==> config.mk <==
export PLATFORM = sky130hd
export DESIGN_NAME = vga_timing_gen_flat
export DESIGN_NICKNAME = d
export VERILOG_FILES = /design/src/rtl/vga_timing_gen_pkg.sv /design/src/rtl/vga_timing_gen_if.sv /design/src/rtl/vga_timing_gen_pixel_tick.sv /design/src/rtl/vga_timing_gen.sv /design/src/flat_wrapper.sv
export SDC_FILE = /design/constraint.sdc
export NUM_CORES = 1
export LEC_CHECK = 0
export ABC_AREA = 1
export ABC_CLOCK_PERIOD_IN_PS = 1600
export BUFFER_PORTS_ARGS = -buffer_cell sky130_fd_sc_hd__buf_2
export CORE_ASPECT_RATIO = 0.7
export CORE_MARGIN = 10
export CORE_UTILIZATION = 49
export CTS_CLUSTER_SIZE = 30
export DETAILED_ROUTE_END_ITERATION = 6
export GPL_TIMING_DRIVEN = 0
export PLACE_DENSITY = 0.74
export RECOVER_POWER = 25
export SYNTH_ARGS = -nofsm -noshare
export SYNTH_HDL_FRONTEND = slang
export SYNTH_SLANG_ARGS = --single-unit
==> constraint.sdc <==
create_clock -name clk -period 1.6 [get_ports clk]
set_input_delay 0.16 -clock clk [delete_from_list [all_inputs] [get_ports clk]]
set_output_delay 0.16 -clock clk [all_outputs]
set_load 0.01 [all_outputs]
==> src/rtl/vga_timing_gen_pkg.sv <==
// vga_params: shared 640x480@60 raster constants, derived totals and sync
// window bounds, the colour constants used by the pixel controllers, and
// a width helper.
package vga_params;

  localparam int VGA_H_VISIBLE = 640;
  localparam int VGA_H_FRONT   = 16;
  localparam int VGA_H_SYNC    = 96;
  localparam int VGA_H_BACK    = 48;
  localparam int VGA_H_TOTAL   = VGA_H_VISIBLE + VGA_H_FRONT + VGA_H_SYNC + VGA_H_BACK;

  localparam int VGA_V_VISIBLE = 480;
  localparam int VGA_V_FRONT   = 10;
  localparam int VGA_V_SYNC    = 2;
  localparam int VGA_V_BACK    = 33;
  localparam int VGA_V_TOTAL   = VGA_V_VISIBLE + VGA_V_FRONT + VGA_V_SYNC + VGA_V_BACK;

  localparam int VGA_H_SYNC_START = VGA_H_VISIBLE + VGA_H_FRONT;
  localparam int VGA_H_SYNC_END   = VGA_H_SYNC_START + VGA_H_SYNC;
  localparam int VGA_V_SYNC_START = VGA_V_VISIBLE + VGA_V_FRONT;
  localparam int VGA_V_SYNC_END   = VGA_V_SYNC_START + VGA_V_SYNC;

  localparam int H_CNT_W = 11;
  localparam int V_CNT_W = 10;

  typedef logic [11:0] rgb_t;
  localparam rgb_t COL_BLACK  = 12'h000;
  localparam rgb_t COL_WHITE  = 12'hFFF;
  localparam rgb_t COL_BLUE   = 12'h00F;
  localparam rgb_t COL_YELLOW = 12'hFF0;
  localparam rgb_t COL_RED    = 12'hF00;

  // Counter width for a 0..n-1 range, never narrower than one bit.
  function automatic int clog2_min1(int n);
    return (n > 1) ? $clog2(n) : 1;
  endfunction

endpackage

==> src/rtl/vga_timing_gen_if.sv <==
// Raster timing bundle from vga_timing_gen to the pixel controllers.
//   master: driven by the timing generator
//   slave : consumed by sprite/bonus/maze controllers
interface vga_timing_gen_if;
  import vga_params::*;

  logic               pixel_en;
  logic [H_CNT_W-1:0] h_counter;
  logic [V_CNT_W-1:0] v_counter;
  logic               hsync;
  logic               vsync;
  logic               video_on;
  logic               frame_start;
  logic               vblank_start;
  logic               one_hz_enable;

  modport master (
    output pixel_en, h_counter, v_counter, hsync, vsync, video_on,
           frame_start, vblank_start, one_hz_enable
  );

  modport slave (
    input  pixel_en, h_counter, v_counter, hsync, vsync, video_on,
           frame_start, vblank_start, one_hz_enable
  );
endinterface

==> src/rtl/vga_timing_gen_pixel_tick.sv <==
// pixel_tick: divides clk by CLK_DIV into a one-clk pixel_en tick.
//   clk, reset (sync, active-high) in; pixel_en out.
// pixel_en is registered: it is high in the cycle after div_cnt hits
// CLK_DIV-1. With CLK_DIV = 1 the counter sits at 0 and pixel_en is held
// high from the first edge after reset release.
module pixel_tick
  import vga_params::*;
#(
  parameter int CLK_DIV = 2
) (
  input  logic clk,
  input  logic reset,
  output logic pixel_en
);
  localparam int DW = clog2_min1(CLK_DIV);

  logic [DW-1:0] div_cnt;
  logic          div_last;

  assign div_last = (div_cnt == DW'(CLK_DIV - 1));

  always_ff @(posedge clk) begin
    if (reset) begin
      div_cnt  <= '0;
      pixel_en <= 1'b0;
    end else begin
      pixel_en <= div_last;
      div_cnt  <= div_last ? '0 : div_cnt + 1'b1;
    end
  end
endmodule

==> src/rtl/vga_timing_gen.sv <==
// vga_timing_gen: VGA raster timing plus frame-rate game pulses.
//   clk   in  system clock
//   reset in  synchronous, active-high
//   vga   master modport: pixel_en, h_counter, v_counter, hsync, vsync,
//         video_on, frame_start, vblank_start, one_hz_enable
// Sync/video decode and the frame pulses are registered from next-state
// counters so they line up with the counter values in the same cycle.
module vga_timing_gen
  import vga_params::*;
#(
  parameter int CLK_DIV        = 2,
  parameter int H_VISIBLE      = VGA_H_VISIBLE,
  parameter int H_FRONT        = VGA_H_FRONT,
  parameter int H_SYNC         = VGA_H_SYNC,
  parameter int H_BACK         = VGA_H_BACK,
  parameter int V_VISIBLE      = VGA_V_VISIBLE,
  parameter int V_FRONT        = VGA_V_FRONT,
  parameter int V_SYNC         = VGA_V_SYNC,
  parameter int V_BACK         = VGA_V_BACK,
  parameter bit HSYNC_POL      = 1'b0,
  parameter bit VSYNC_POL      = 1'b0,
  parameter int FRAMES_PER_SEC = 60
) (
  input  logic             clk,
  input  logic             reset,
  vga_timing_gen_if.master vga
);
  localparam int H_TOTAL = H_VISIBLE + H_FRONT + H_SYNC + H_BACK;
  localparam int V_TOTAL = V_VISIBLE + V_FRONT + V_SYNC + V_BACK;
  localparam int HS_LO   = H_VISIBLE + H_FRONT;
  localparam int HS_HI   = HS_LO + H_SYNC;
  localparam int VS_LO   = V_VISIBLE + V_FRONT;
  localparam int VS_HI   = VS_LO + V_SYNC;
  localparam int FW      = clog2_min1(FRAMES_PER_SEC);

  if (H_TOTAL > 2048) begin : g_bad_h
    $error("vga_timing_gen: H_TOTAL exceeds 11-bit h_counter");
  end
  if (V_TOTAL > 1024) begin : g_bad_v
    $error("vga_timing_gen: V_TOTAL exceeds 10-bit v_counter");
  end
  if (CLK_DIV < 1 || FRAMES_PER_SEC < 1) begin : g_bad_div
    $error("vga_timing_gen: CLK_DIV and FRAMES_PER_SEC must be >= 1");
  end

  logic               pixel_en;
  logic [H_CNT_W-1:0] h_q, h_nxt;
  logic [V_CNT_W-1:0] v_q, v_nxt;
  logic [FW-1:0]      frame_cnt;
  logic               h_end, v_end;
  logic               frame_wrap, vblank_evt;
  logic               hsync_q, vsync_q, video_q;
  logic               frame_q, vblank_q, one_hz_q;

  pixel_tick #(.CLK_DIV(CLK_DIV)) u_tick (
    .clk      (clk),
    .reset    (reset),
    .pixel_en (pixel_en)
  );

  assign h_end      = (h_q == H_CNT_W'(H_TOTAL - 1));
  assign v_end      = (v_q == V_CNT_W'(V_TOTAL - 1));
  // Events detected on the last pixel so the pulse lands with the new counters.
  assign frame_wrap = pixel_en & h_end & v_end;
  assign vblank_evt = pixel_en & h_end & (v_q == V_CNT_W'(V_VISIBLE - 1));

  always_comb begin
    h_nxt = h_q;
    v_nxt = v_q;
    if (pixel_en) begin
      if (h_end) begin
        h_nxt = '0;
        v_nxt = v_end ? '0 : v_q + 1'b1;
      end else begin
        h_nxt = h_q + 1'b1;
      end
    end
  end

  function automatic logic in_win(int x, int lo, int hi);
    return (x >= lo) && (x < hi);
  endfunction

  always_ff @(posedge clk) begin
    if (reset) begin
      h_q       <= '0;
      v_q       <= '0;
      frame_cnt <= '0;
      hsync_q   <= ~HSYNC_POL;
      vsync_q   <= ~VSYNC_POL;
      video_q   <= 1'b1;
      frame_q   <= 1'b0;
      vblank_q  <= 1'b0;
      one_hz_q  <= 1'b0;
    end else begin
      h_q      <= h_nxt;
      v_q      <= v_nxt;
      hsync_q  <= in_win(int'(h_nxt), HS_LO, HS_HI) ? HSYNC_POL : ~HSYNC_POL;
      vsync_q  <= in_win(int'(v_nxt), VS_LO, VS_HI) ? VSYNC_POL : ~VSYNC_POL;
      video_q  <= (int'(h_nxt) < H_VISIBLE) && (int'(v_nxt) < V_VISIBLE);
      frame_q  <= frame_wrap;
      vblank_q <= vblank_evt;
      one_hz_q <= 1'b0;
      if (frame_wrap) begin
        if (frame_cnt == FW'(FRAMES_PER_SEC - 1)) begin
          frame_cnt <= '0;
          one_hz_q  <= 1'b1;
        end else begin
          frame_cnt <= frame_cnt + 1'b1;
        end
      end
    end
  end

  assign vga.pixel_en      = pixel_en;
  assign vga.h_counter     = h_q;
  assign vga.v_counter     = v_q;
  assign vga.hsync         = hsync_q;
  assign vga.vsync         = vsync_q;
  assign vga.video_on      = video_q;
  assign vga.frame_start   = frame_q;
  assign vga.vblank_start  = vblank_q;
  assign vga.one_hz_enable = one_hz_q;
endmodule

==> src/flat_wrapper.sv <==
// flat-port wrapper written by rule: the top's interface ports become plain ports
module vga_timing_gen_flat import vga_params::*;
#(
  parameter int CLK_DIV        = 2,
  parameter int H_VISIBLE      = VGA_H_VISIBLE,
  parameter int H_FRONT        = VGA_H_FRONT,
  parameter int H_SYNC         = VGA_H_SYNC,
  parameter int H_BACK         = VGA_H_BACK,
  parameter int V_VISIBLE      = VGA_V_VISIBLE,
  parameter int V_FRONT        = VGA_V_FRONT,
  parameter int V_SYNC         = VGA_V_SYNC,
  parameter int V_BACK         = VGA_V_BACK,
  parameter bit HSYNC_POL      = 1'b0,
  parameter bit VSYNC_POL      = 1'b0,
  parameter int FRAMES_PER_SEC = 60
)
  (clk, reset, vga_pixel_en, vga_h_counter, vga_v_counter, vga_hsync, vga_vsync, vga_video_on, vga_frame_start, vga_vblank_start, vga_one_hz_enable);
  vga_timing_gen_if vga_i ();
  input  logic clk;
  input  logic reset;
  output wire logic [$bits(vga_i.pixel_en)-1:0] vga_pixel_en;
  output wire logic [$bits(vga_i.h_counter)-1:0] vga_h_counter;
  output wire logic [$bits(vga_i.v_counter)-1:0] vga_v_counter;
  output wire logic [$bits(vga_i.hsync)-1:0] vga_hsync;
  output wire logic [$bits(vga_i.vsync)-1:0] vga_vsync;
  output wire logic [$bits(vga_i.video_on)-1:0] vga_video_on;
  output wire logic [$bits(vga_i.frame_start)-1:0] vga_frame_start;
  output wire logic [$bits(vga_i.vblank_start)-1:0] vga_vblank_start;
  output wire logic [$bits(vga_i.one_hz_enable)-1:0] vga_one_hz_enable;
  assign vga_pixel_en = vga_i.pixel_en;
  assign vga_h_counter = vga_i.h_counter;
  assign vga_v_counter = vga_i.v_counter;
  assign vga_hsync = vga_i.hsync;
  assign vga_vsync = vga_i.vsync;
  assign vga_video_on = vga_i.video_on;
  assign vga_frame_start = vga_i.frame_start;
  assign vga_vblank_start = vga_i.vblank_start;
  assign vga_one_hz_enable = vga_i.one_hz_enable;
  vga_timing_gen #(.CLK_DIV(CLK_DIV), .H_VISIBLE(H_VISIBLE), .H_FRONT(H_FRONT), .H_SYNC(H_SYNC), .H_BACK(H_BACK), .V_VISIBLE(V_VISIBLE), .V_FRONT(V_FRONT), .V_SYNC(V_SYNC), .V_BACK(V_BACK), .HSYNC_POL(HSYNC_POL), .VSYNC_POL(VSYNC_POL), .FRAMES_PER_SEC(FRAMES_PER_SEC)) u_core (.clk(clk), .reset(reset), .vga(vga_i));
endmodule
* After elaboration in Yosys (flattened, before gate mapping)
Cells that the tools add are included.
** Word-level totals
- Flip-flop bits (word level) :: 35
- Output and inout bits :: 28
- Word-level logic and storage cells :: 43
** Cells by class
- Add/sub/neg operators :: 4
- Order comparisons :: 6
- Equal/unequal tests :: 4
- Mux-type cells :: 9
- Bitwise gates (word level) :: 4
- Reductions and logical operators :: 5
** Operator list (count)
- 2-to-1 mux 10 bit :: 3
- < comparator 11 x 10 -> 1 bit, second input constant :: 2
- 2-to-1 mux 11 bit :: 2
- < comparator 10 x 9 -> 1 bit, second input constant :: 2
- adder 11 x 1 -> 11 bit, second input constant :: 1
- equality test 11 x 10 -> 1 bit, second input constant :: 1
- >= comparator 11 x 10 -> 1 bit, second input constant :: 1
- adder 10 x 1 -> 10 bit, second input constant :: 1
- equality test 10 bit, second input constant :: 1
- equality test 10 x 9 -> 1 bit, second input constant :: 1
- >= comparator 10 x 9 -> 1 bit, second input constant :: 1
- adder 6 x 1 -> 6 bit, second input constant :: 1
- equality test 6 bit, second input constant :: 1
- 2-to-1 mux 6 bit :: 1
- OR reduction 2 bit :: 2
- bitwise AND 1 bit :: 3
- logical AND 1 bit :: 3
- 2-to-1 mux 1 bit :: 3
- adder 1 bit, second input constant :: 1
- inverter 1 bit :: 1

* Longest topological paths before layout
Gate-level depths: netlist (run 1).
- Depth after elaboration :: 7
- Gate-level depth with buffers :: 14
- Depth with buffers taken out :: 13

* Modules after synthesis
From an unflattened synthesis (run 1), not the netlist that was laid out.
** Unflattened totals
- Cells, all modules :: 288
- Area, all modules :: 1963.1 um^2
** By module, submodules not included
- vga_timing_gen :: instances 1, cells an instance 283, area an instance 1909.3 um^2
- pixel_tick :: instances 1, cells an instance 5, area an instance 53.8 um^2

* Worst setup path before layout (run 1)
OpenSTA, ideal clock, no wires.
- Path type :: register -> register
- Start :: register u_core.h_q[0] (netlist: u_core.vga.h_counter[0])
- End :: register u_core.video_q (netlist: u_core.vga.video_on)
- Arrival time :: 1.442 ns
- Data required time :: 1.481 ns
- Slack :: 0.040 ns
- Stages on the path, launching flop included :: 14
- Path buffers :: 1
- Period minus slack after synthesis :: 1.560 ns
- Path through :: dfxtp_1 ha_1 nand2_1 inv_2 nand2_2 nor2_4 buf_6 nand4_1 nand2_2 nand2_2 nand2_2 nor2_2 nand2_1 nand2_1
** On the way
- Longest elaborated chain between the ends :: 5
- Elaborated cells on any way between the ends :: 9
** Ends and longest elaborated chain
- start: declaration :: line vga_timing_gen.sv:47 : logic [H_CNT_W-1:0] h_q, h_nxt;
- start signal: assignment :: line vga_timing_gen.sv:96 : h_q <= h_nxt;
- adder 11 x 1 -> 11 bit or equality test 11 x 10 -> 1 bit (tied branches) :: line vga_timing_gen.sv:75, vga_timing_gen.sv:61
- 2-to-1 mux 11 bit or 2-to-1 mux 10 bit (tied branches) :: line vga_timing_gen.sv:71 : if (h_end) begin
- 2-to-1 mux 11 bit or 2-to-1 mux 10 bit (tied branches) :: line vga_timing_gen.sv:70 : if (pixel_en) begin
- < comparator 11 x 10 -> 1 bit or < comparator 10 x 9 -> 1 bit (tied branches) :: line vga_timing_gen.sv:100 : video_q <= (int'(h_nxt) < H_VISIBLE) && (int'(v_nxt) < V_VISIBLE);
- logical AND 1 bit (*) :: line vga_timing_gen.sv:100
- end signal: assignment :: line vga_timing_gen.sv:100
- end: declaration :: line vga_timing_gen.sv:52 : logic hsync_q, vsync_q, video_q;
Mark *: on every way between the ends. The rest lies on a longest branch, timed or not.
A chain may end at the register's enable or synchronous reset.

* Worst setup path after layout (run 1)
Ends and elaborated chain as after synthesis.

==> results of run 1 <==
cells in the final DEF, fill, tap and decap left out, types with 2 or more instances in the layout:
cell / netlist / layout
a21oi_1: 5 / 4
buf_2: 0 / 23
buf_4: 0 / 15
buf_6: 2 / 2
clkbuf_1: 2 / 9
clkbuf_8: 0 / 5
dfxtp_1: 35 / 20
dfxtp_2: 0 / 11
dfxtp_4: 0 / 4
ha_4: 0 / 3
inv_1: 35 / 26
inv_2: 6 / 12
inv_4: 0 / 3
nand2_1: 60 / 48
nand2_2: 7 / 14
nand2_4: 0 / 5
nand3_1: 25 / 17
nand3_2: 3 / 9
nand3_4: 0 / 2
nand4_1: 7 / 7
nor2_1: 49 / 36
nor2_2: 7 / 11
nor2_4: 2 / 11
nor3_1: 5 / 5
o21ai_0: 3 / 3
xor2_1: 4 / 3
cell type report:
cell class,instances,share of cell area
multi-input combinational,191,0.469
sequential,35,0.283
timing repair buffer,46,0.106
inverter,41,0.0626
clock buffer,5,0.0267
tap,50,0.0243
clock inverter,3,0.0170
buffer,4,0.0116
synth_stat cells:
master / instances
a211oi_1: 1
a21oi_1: 5
buf_6: 2
clkbuf_1: 2
dfxtp_1: 35
ha_1: 4
inv_1: 35
inv_2: 6
nand2_1: 60
nand2_2: 7
nand3_1: 25
nand3_2: 3
nand4_1: 7
nor2_1: 49
nor2_2: 7
nor2_4: 2
nor3_1: 5
nor3_2: 1
nor3_4: 1
nor3b_1: 1
nor4_1: 1
o211ai_1: 1
o21ai_0: 3
o21ai_1: 1
o21ai_2: 1
o21bai_1: 1
xnor2_1: 1
xor2_1: 4
tightest hold or removal path: cells and delay by family:
| family | cells | cell delay [ps] |
|---|---|---|
| buf+inv | 2 | 300 |
| simple gates | 1 | 120 |
worst min-delay path by stage:
stage / end / slack, ps / cells after the start / start
after floorplan: u_core.vga.video_on$_SDFF_PP1_ / 330 / 2 / reset
after global placement: u_core.u_tick.div_cnt$_SDFF_PP0_ / 400 / 1 / u_core.u_tick.div_cnt$_SDFF_PP0_
after detailed placement: u_core.u_tick.div_cnt$_SDFF_PP0_ / 420 / 1 / u_core.u_tick.div_cnt$_SDFF_PP0_
after CTS: u_core.vga.video_on$_SDFF_PP1_ / 260 / 3 / reset
after global routing: u_core.vga.video_on$_SDFF_PP1_ / 340 / 3 / reset
final: u_core.vga.video_on$_SDFF_PP1_ / 320 / 3 / reset
cells by family after synthesis:
group | Yosys count | synth area share
AOI/OAI and AO/OA | 13 | 0.0415
xor gates and xnor gates | 5 | 0.0238
adders and majority gates | 4 | 0.0272
buffers and inverters | 45 | 0.100
DFF | 35 | 0.381
and+or+nand+nor | 169 | 0.426
metal layers:
metal / GRT usage / vias to the layer above / wire length (um)
met1: 0.184 / 856 / 2410
met5: 0 / - / 0
met4: 0.0512 / 0 / 68
li1: - / 958 / -
met3: 0.0635 / 9 / 462
met2: 0.202 / 64 / 2160
power groups by stage:
stage,Combinational [mW],Sequential [mW],Clock [mW]
after floorplan,0.0238,0.902,0
after global placement,0.0397,0.900,0
after detailed placement,0.0404,0.900,0
after CTS,0.0480,0.879,0.816
after global routing,0.0617,0.874,0.854
final,0.0575,0.874,0.805
sequential cells by signal, indices dropped and copies added (netlist names):
signal and cells:
u_core.vga.frame_start 1, u_core.vga.h_counter 11, u_core.vga.one_hz_enable 1, u_core.vga.vsync 1, u_core.u_tick.pixel_en 1, u_core.vga.v_counter 10, u_core.vga.vblank_start 1, u_core.vga.video_on 1
u_core.u_tick.div_cnt 1, u_core.frame_cnt 6, u_core.vga.hsync 1
stage by stage:
| step | worst slack, ps | utilization | cell area, um^2 |
|---|---|---|---|
| finish | -26.4 | 0.725 | 2580 |
| global route | -134 | 0.725 | 2580 |
| CTS | -19.1 | 0.641 | 2280 |
| detailed placement | -156 | 0.575 | 2050 |
| global placement | -155 | 0.575 | 2050 |
| floorplan | 39.7 | - | 1840 |
repair_timing:
item                                    CTS  global route
gates resized for setup                  26            64
pin swaps                                 6            28
endpoints found under the setup margin    8             8
setup buffers                             4            12
cloned                                    1             0
==> flow_summary.json, run 1 <==
{
  "status": "finished, violations left",
  "violations": "setup timing",
  "p_comb_frac": 0.033,
  "clk_latency_ps": 300,
  "drt_first_pass_iters": 4,
  "slew_headroom": 0.631,
  "grt_overflow": 0,
  "ys_seq_area_frac": 0.381,
  "dp.cells": 350,
  "io_pins": 30,
  "pwr-share-seq": 0.503,
  "max_slew.worst_pin.slew_ps": 554,
  "setup_slack_ps": -26.4,
  "fin_nets": 330,
  "multi_input_area_mm2": 0.00121,
  "wl_mm": 5.10,
  "drt_iter0_drc": 99,
  "fin_hold_ws_ps": 317,
  "postRouteAntennaNets": 0,
  "port_buffers": 29,
  "fmax_ghz": 0.615,
  "synth_fp_nets": 277,
  "drt_drc_violations_left": 0,
  "cellLeakagePower_nw": 1.19,
  "r2r_slack_ps": -30,
  "crit_family": "simple AND/OR/NAND/NOR gates",
  "ys_seq_elements": 35,
  "slew_viol_final": 0,
  "cts_hold_buf": 0,
  "yosysTopAreaCellShare": 0.381,
  "synth_top_cell_by_area": "dfxtp_1",
  "vias_per_cell": 5.03,
  "clockPowerShare": 0.464,
  "p_per_area_mw_per_mm2": 674,
  "root_buffer": "clkbuf_8",
  "crit_end": "u_core.vga.video_on$_SDFF_PP1_",
  "grt_pass1_wl_mm": 7.58,
  "cts_inserted_buffers": 5,
  "switchingPower_mw": 0.383,
  "clock-sinks": 35,
  "swShare": 0.221,
  "htree_levels": 2,
  "die-area_mm2": 0.00664,
  "crit_slowest_cell": "dfxtp_2",
  "cpMostUsedCell": "nand2_2",
  "synthTopCellsByArea": "dfxtp_1, nand2_1, nor2_1, inv_1, nand3_1",
  "timing_worst_setup_path_type": "reg2reg",
  "rr_endpoint": "u_core.vga.video_on$_SDFF_PP1_",
  "area_growth_pct": 40.3,
  "fin_crit_sh": 1.02,
  "fillers": 268,
  "seqCellArea_um2": 729,
  "cts_tree": "yes",
  "cts.clk_slew.worst_paths_ps": 80,
  "worstRegToRegCells": 12,
  "critPathLaunchType": "flop",
  "crit_required_ps": 1780,
  "crit_path_start": "u_core.vga.h_counter[0]$_SDFF_PP0_",
  "cp.depth": 12,
  "final_cells": 375,
  "via_count": 1887,
  "initial_core_util": 0.517,
  "netlist_instances": 271,
  "ir_drop_mv": 0.598,
  "setup_violations": 3,
  "rows": 18,
  "avgSynthCellArea_um2": 6.78,
  "tns_ps": -41.9,
  "antenna_found_initial": 0,
  "ys_warn_count": 0,
  "chipWidth_um": 93.2,
  "synth_cell_types": 28,
  "hp-class": "in2reg",
  "track_usage": 0.142,
  "crit_chain": "ha_4 -> nand2_4 -> inv_2 -> nand2_2 -> nor2_4 -> nand3_2 -> nand2_2 -> nand2_2 -> nor2_4 -> nand3_2 -> nand2_2 -> nand2_1",
  "syn_area_mm2": 0.00184,
  "die_h_um": 71.2,
  "p_total_mw": 1.74,
  "hold_viol": 0,
  "num_antenna_cells": 0,
  "dp_hpwl_mm": 3.40,
  "grt_pass1_vias": 1663,
  "drive_above_1_share": 0.428,
  "core_mm2": 0.00356,
  "end_kind": "flop",
  "rsz0062_at_grt": "yes",
  "max_cap_violations": 0,
  "critPathBufInv": 1,
  "min_period_ps": 1630,
  "crit_path_max_fanout": 5,
  "p_int_mw": 1.35,
  "cts_max_path_buffers": 2,
  "cp_data_arrival_time_ps": 1810,
  "grt_max_degree": 13,
  "gp_congestion": 0.929,
  "max_stage_delay_ps": 360,
  "wl_per_cell_um": 13.6,
  "fin_skew_ps": 10.3,
  "r2r_start": "u_core.vga.h_counter[0]$_SDFF_PP0_"
}
Power figures use the tool's default switching activity.
==> run 2: changes to the inputs <==
--- a/config.mk
+++ b/config.mk
@@ -8,13 +8,15 @@
 export ABC_AREA = 1
 export ABC_CLOCK_PERIOD_IN_PS = 1600
 export BUFFER_PORTS_ARGS = -buffer_cell sky130_fd_sc_hd__buf_2
+export CELL_PAD_IN_SITES_DETAIL_PLACEMENT = 1
+export CELL_PAD_IN_SITES_GLOBAL_PLACEMENT = 2
 export CORE_ASPECT_RATIO = 0.7
 export CORE_MARGIN = 10
-export CORE_UTILIZATION = 49
+export CORE_UTILIZATION = 27
 export CTS_CLUSTER_SIZE = 30
 export DETAILED_ROUTE_END_ITERATION = 6
 export GPL_TIMING_DRIVEN = 0
-export PLACE_DENSITY = 0.74
+export PLACE_DENSITY_LB_ADDON = 0.1
 export RECOVER_POWER = 25
 export SYNTH_ARGS = -nofsm -noshare
 export SYNTH_HDL_FRONTEND = slang
==> flow_summary.json, run 2 (synthesis results as in run 1) <==
{
  "core_mm2": 0.00669,
  "setup_violations": 4,
  "crit_chain": "ha_4 -> nand2_4 -> nor2_4 -> nand3_4 -> buf_4 -> nand2_1 -> nand2_1 -> nand2_2 -> buf_4 -> buf_4 -> nor2_1",
  "hp-class": "in2reg",
  "crit_family": "simple AND/OR/NAND/NOR gates",
  "dp_hpwl_mm": 4.38,
  "cpMostUsedCell": "buf_4",
  "antenna_found_initial": 0,
  "grt_overflow": 0,
  "area_growth_pct": 50.4,
  "timing_worst_setup_path_type": "reg2reg",
  "cp_data_arrival_time_ps": 1810,
  "setup_slack_ps": -47.6,
  "final_common_cell": "nand2_1",
  "cts_hold_buf": 0,
  "num_antenna_cells": 0,
  "grt_max_degree": 13,
  "wl_per_cell_um": 14.5,
  "clock-sinks": 35,
  "vias_per_cell": 4.36,
  "htree_levels": 2,
  "p_total_mw": 1.76,
  "final_core_util": 0.413,
  "layout_common_cells": "nand2_1, nor2_1, inv_1, buf_2, buf_4",
  "crit_path_max_fanout": 6,
  "cts_max_path_buffers": 2,
  "ir_drop_mv": 0.359,
  "status": "finished, violations left",
  "chipWidth_um": 119,
  "cts.clk_slew.worst_paths_ps": 90,
  "root_buffer": "clkbuf_8",
  "slew_headroom": 0.531,
  "gp_congestion": 0.739,
  "initial_core_util": 0.275,
  "max_cap_violations": 0,
  "track_usage": 0.118,
  "postRouteAntennaNets": 0,
  "fillers": 862,
  "max_slew.worst_pin.slew_ps": 704,
  "largest_register_ffs": 11,
  "violations": "setup timing",
  "port_buffers": 29,
  "fin_skew_ps": 12.6,
  "io_pins": 30,
  "critPathLaunchType": "flop",
  "max_stage_delay_ps": 360,
  "fin_crit_sh": 1.03,
  "drive_above_1_share": 0.446,
  "via_count": 1856,
  "clk_latency_ps": 300,
  "placed_cell_area_mm2": 0.00210,
  "rows": 25,
  "crit_required_ps": 1770,
  "wl_mm": 6.19,
  "cellLeakagePower_nw": 1.25,
  "fin_hold_ws_ps": 273,
  "drt_iter0_drc": 45,
  "die-area_mm2": 0.0106,
  "die_h_um": 89.0,
  "crit_slowest_cell": "dfxtp_2",
  "p_per_area_mw_per_mm2": 637,
  "slew_viol_final": 0,
  "grt_pass1_vias": 2017,
  "cts_tree": "yes",
  "grt_pass1_wl_mm": 10.1,
  "final_area_mm2": 0.00276,
  "fin_nets": 337,
  "hold_viol": 0,
  "rsz0062_at_grt": "yes",
  "end_kind": "flop",
  "drt_drc_violations_left": 0,
  "cts_inserted_buffers": 5,
  "min_period_ps": 1650,
  "drt_first_pass_iters": 4,
  "fmax_ghz": 0.607,
  "critPathBufInv": 3
}
-- run 2: area by class of cell --
cell class | count | area [um^2] | area share
Tap cell | 94 | 118 | 0.0426
Clock inverter | 3 | 43.8 | 0.0158
Sequential cell | 35 | 736 | 0.266
Buffer | 4 | 30.0 | 0.0109
Timing Repair Buffer | 53 | 333 | 0.120
Inverter | 41 | 161 | 0.0584
Clock buffer | 5 | 68.8 | 0.0249
Multi-Input combinational cell | 191 | 1270 | 0.461
-- run 2: final timing paths --
| check | slack [ps] | end | cells after the start | startpoint |
|---|---|---|---|---|
| worst min-delay path | 270 | u_core.vga.video_on$_SDFF_PP1_ | 3 | reset |
| worst min register to register | 420 | u_core.u_tick.div_cnt$_SDFF_PP0_ | 1 | u_core.u_tick.div_cnt$_SDFF_PP0_ |
| worst max register to register | -50 | u_core.vga.h_counter[9]$_SDFF_PP0_ | 11 | u_core.vga.h_counter[1]$_SDFF_PP0_ |
| worst max-delay path | -50 | u_core.vga.h_counter[9]$_SDFF_PP0_ | 11 | u_core.vga.h_counter[1]$_SDFF_PP0_ |
-- run 2: metal layers --
| layer | track usage | part of all wire | vias to the layer above |
|---|---|---|---|
| met4 | 0.0354 | 0.0079 | 0 |
| met5 | 0 | 0 | - |
| met3 | 0.0347 | 0.038 | 4 |
| met2 | 0.175 | 0.42 | 21 |
| met1 | 0.162 | 0.53 | 858 |
| li1 | - | - | 973 |
-- run 2: worst reg2reg max path: cells and delay by family (launching register included) --
family	cells	cell delay [ps]
buffers and inverters	3	380
AND/OR/NAND/NOR	7	620
flip-flops	1	360
adder cells (fa/ha/maj)	1	170
-- run 2: where the power goes --
group	switching [mW]	total, mW	internal [mW]
logic	0.0381	0.0558	0.0177
registers	0.00421	0.871	0.867
clock network	0.369	0.833	0.465
total	0.411	1.76	1.35
-- run 2: what timing repair did --
action / in CTS / in global routing
resized for setup: 54 / 50
pin swaps: 23 / 33
setup buffers: 10 / 14
setup endpoints to repair: 12 / 14
-- run 2: stage by stage --
step / std cells / setup TNS [ps] / setup WS, ps
after floorplan: 271 / 0 / 39.7
after global placement: 394 / -1390 / -238
after detailed placement: 394 / -1600 / -234
after CTS: 412 / -188 / -64.6
after global routing: 426 / -1100 / -167
final: 426 / -122 / -47.6
==> run 3: changes to the inputs <==
--- a/config.mk
+++ b/config.mk
@@ -12,7 +12,7 @@
 export CELL_PAD_IN_SITES_GLOBAL_PLACEMENT = 2
 export CORE_ASPECT_RATIO = 0.7
 export CORE_MARGIN = 10
-export CORE_UTILIZATION = 27
+export CORE_UTILIZATION = 25
 export CTS_CLUSTER_SIZE = 30
 export DETAILED_ROUTE_END_ITERATION = 6
 export GPL_TIMING_DRIVEN = 0
==> flow_summary.json, run 3 (synthesis results as in run 1) <==
{
  "cellLeakagePower_nw": 1.24,
  "area_growth_pct": 53.0,
  "cp_data_arrival_time_ps": 1840,
  "drt_drc_violations_left": 0,
  "antenna_found_initial": 0,
  "cts_tree": "yes",
  "crit_slowest_cell": "dfxtp_4",
  "gp_congestion": 0.725,
  "dp.cells": 398,
  "hp-class": "in2reg",
  "cts.clk_slew.worst_paths_ps": 80,
  "crit_chain": "ha_4 -> nand2_4 -> inv_4 -> nand2_4 -> nor2_4 -> buf_6 -> nand4_1 -> nand2_2 -> nand2_4 -> nand2_2 -> nor2_4 -> nand2_1 -> nand2_1",
  "chipWidth_um": 122,
  "postRouteAntennaNets": 0,
  "grt_pass1_vias": 1887,
  "critPathLaunchType": "flop",
  "dp_hpwl_mm": 4.53,
  "fin_crit_sh": 1.04,
  "p_total_mw": 1.69,
  "largest_register_ffs": 11,
  "slew_headroom": 0.554,
  "die-area_mm2": 0.0112,
  "fin_nets": 339,
  "clock-sinks": 35,
  "initial_core_util": 0.255,
  "track_usage": 0.111,
  "cts_inserted_buffers": 5,
  "max_cap_violations": 0,
  "clk_latency_ps": 300,
  "grt_pass1_wl_mm": 9.89,
  "max_slew.worst_pin.slew_ps": 669,
  "grt_max_degree": 12,
  "setup_violations": 5,
  "hold_viol": 0,
  "root_buffer": "clkbuf_8",
  "end_kind": "flop",
  "layout_common_cells": "nand2_1, nor2_1, inv_1, buf_2",
  "final_common_cell": "nand2_1",
  "drt_first_pass_iters": 4,
  "timing_worst_setup_path_type": "reg2reg",
  "status": "finished, violations left",
  "via_count": 1899,
  "vias_per_cell": 4.40,
  "rows": 26,
  "pwr-share-seq": 0.517,
  "swShare": 0.241,
  "port_buffers": 29,
  "drive_above_1_share": 0.461,
  "final_core_util": 0.389,
  "p_comb_frac": 0.036,
  "num_antenna_cells": 0,
  "io_pins": 30,
  "die_h_um": 91.7,
  "slew_viol_final": 0,
  "rsz0062_at_grt": "yes",
  "crit_path_max_fanout": 7,
  "cpMostUsedCell": "nand2_4",
  "htree_levels": 2,
  "core_mm2": 0.00722,
  "violations": "setup timing",
  "min_period_ps": 1660,
  "p_per_area_mw_per_mm2": 600,
  "wl_per_cell_um": 14.2,
  "cts_max_path_buffers": 2,
  "wl_mm": 6.15,
  "fmax_ghz": 0.602,
  "grt_overflow": 0,
  "switchingPower_mw": 0.406,
  "ir_drop_mv": 0.255,
  "fin_skew_ps": 8.57,
  "p_int_mw": 1.28,
  "clockPowerShare": 0.447,
  "fin_hold_ws_ps": 377,
  "final_cells": 432,
  "setup_slack_ps": -61.1,
  "crit_required_ps": 1770,
  "max_stage_delay_ps": 370,
  "drt_iter0_drc": 38
}
-- run 3: cell types whose count changed in the layout (fill, tap and decap cells not counted), moves of 2 or more --
cell      before  now
nand2_4        7    4
xor2_2         1    3
buf_6          3    8
clkbuf_8       5    7
inv_2         10    8
nor2_1        36   34
buf_4         22   19
nand2_8        0    2
nor2_2         9   11
nand2_2       12   14
inv_1         28   30
-- run 3: per-stage QoR --
stage / setup TNS (ps) / instance area, um^2 / setup slack, ps
global placement: -1370 / 2110 / -250
finish: -99.0 / 2810 / -61.1
detailed placement: -1540 / 2110 / -258
CTS: -245 / 2480 / -85.8
global route: -1410 / 2810 / -199
floorplan: 0 / 1840 / 39.7
-- run 3: what timing repair did --
item                       4_1_cts  5_1_grt
setup buffers                   12       14
hold buffers                     0        0
pin swaps                       13       30
setup endpoints to repair       11       15
resized for setup               49       65
-- run 3: path summary, 6_finish.rpt --
check	startpoint	end	slack (ps)	cells after the start
hold reg to reg	u_core.u_tick.div_cnt$_SDFF_PP0_	u_core.u_tick.div_cnt$_SDFF_PP0_	410	1
hold / removal	reset	u_core.vga.video_on$_SDFF_PP1_	380	3
setup reg to reg	u_core.vga.h_counter[1]$_SDFF_PP0_	u_core.vga.video_on$_SDFF_PP1_	-60	13
setup / recovery	u_core.vga.h_counter[1]$_SDFF_PP0_	u_core.vga.video_on$_SDFF_PP1_	-60	13
-- run 3: power by group through the flow --
stage	logic, mW	registers [mW]	clock network (mW)
CTS	0.0550	0.877	0.791
detailed placement	0.0441	0.900	0
floorplan	0.0238	0.902	0
global route	0.0679	0.873	0.825
global placement	0.0442	0.900	0
finish	0.0603	0.872	0.754
-- run 3: area by class of cell --
type,instances,area [um^2]
fill,890,4410
inverter,41,161
sequential,35,733
clock inverter,1,7.51
clock buffer,7,96.3
buffer,4,30.0
multi-input combinational,191,1290
timing repair buffer,55,365
tap,98,123
-- run 3: worst max-delay path, delay by kind of cell, from the launching register on --
| family | cells | cell delay (ps) |
|---|---|---|
| AND/OR/NAND/NOR | 10 | 780 |
| flip-flops | 1 | 370 |
| buffers and inverters | 2 | 220 |
| adder cells (fa/ha/maj) | 1 | 150 |
-- run 3: per-layer routing --
metal	routed length (um)	share of wire	GRT usage
met1	3260	0.53	0.160
met2	2530	0.41	0.154
met3	298	0.048	0.0349
met4	61	0.0099	0.0294
met5	0	0	0
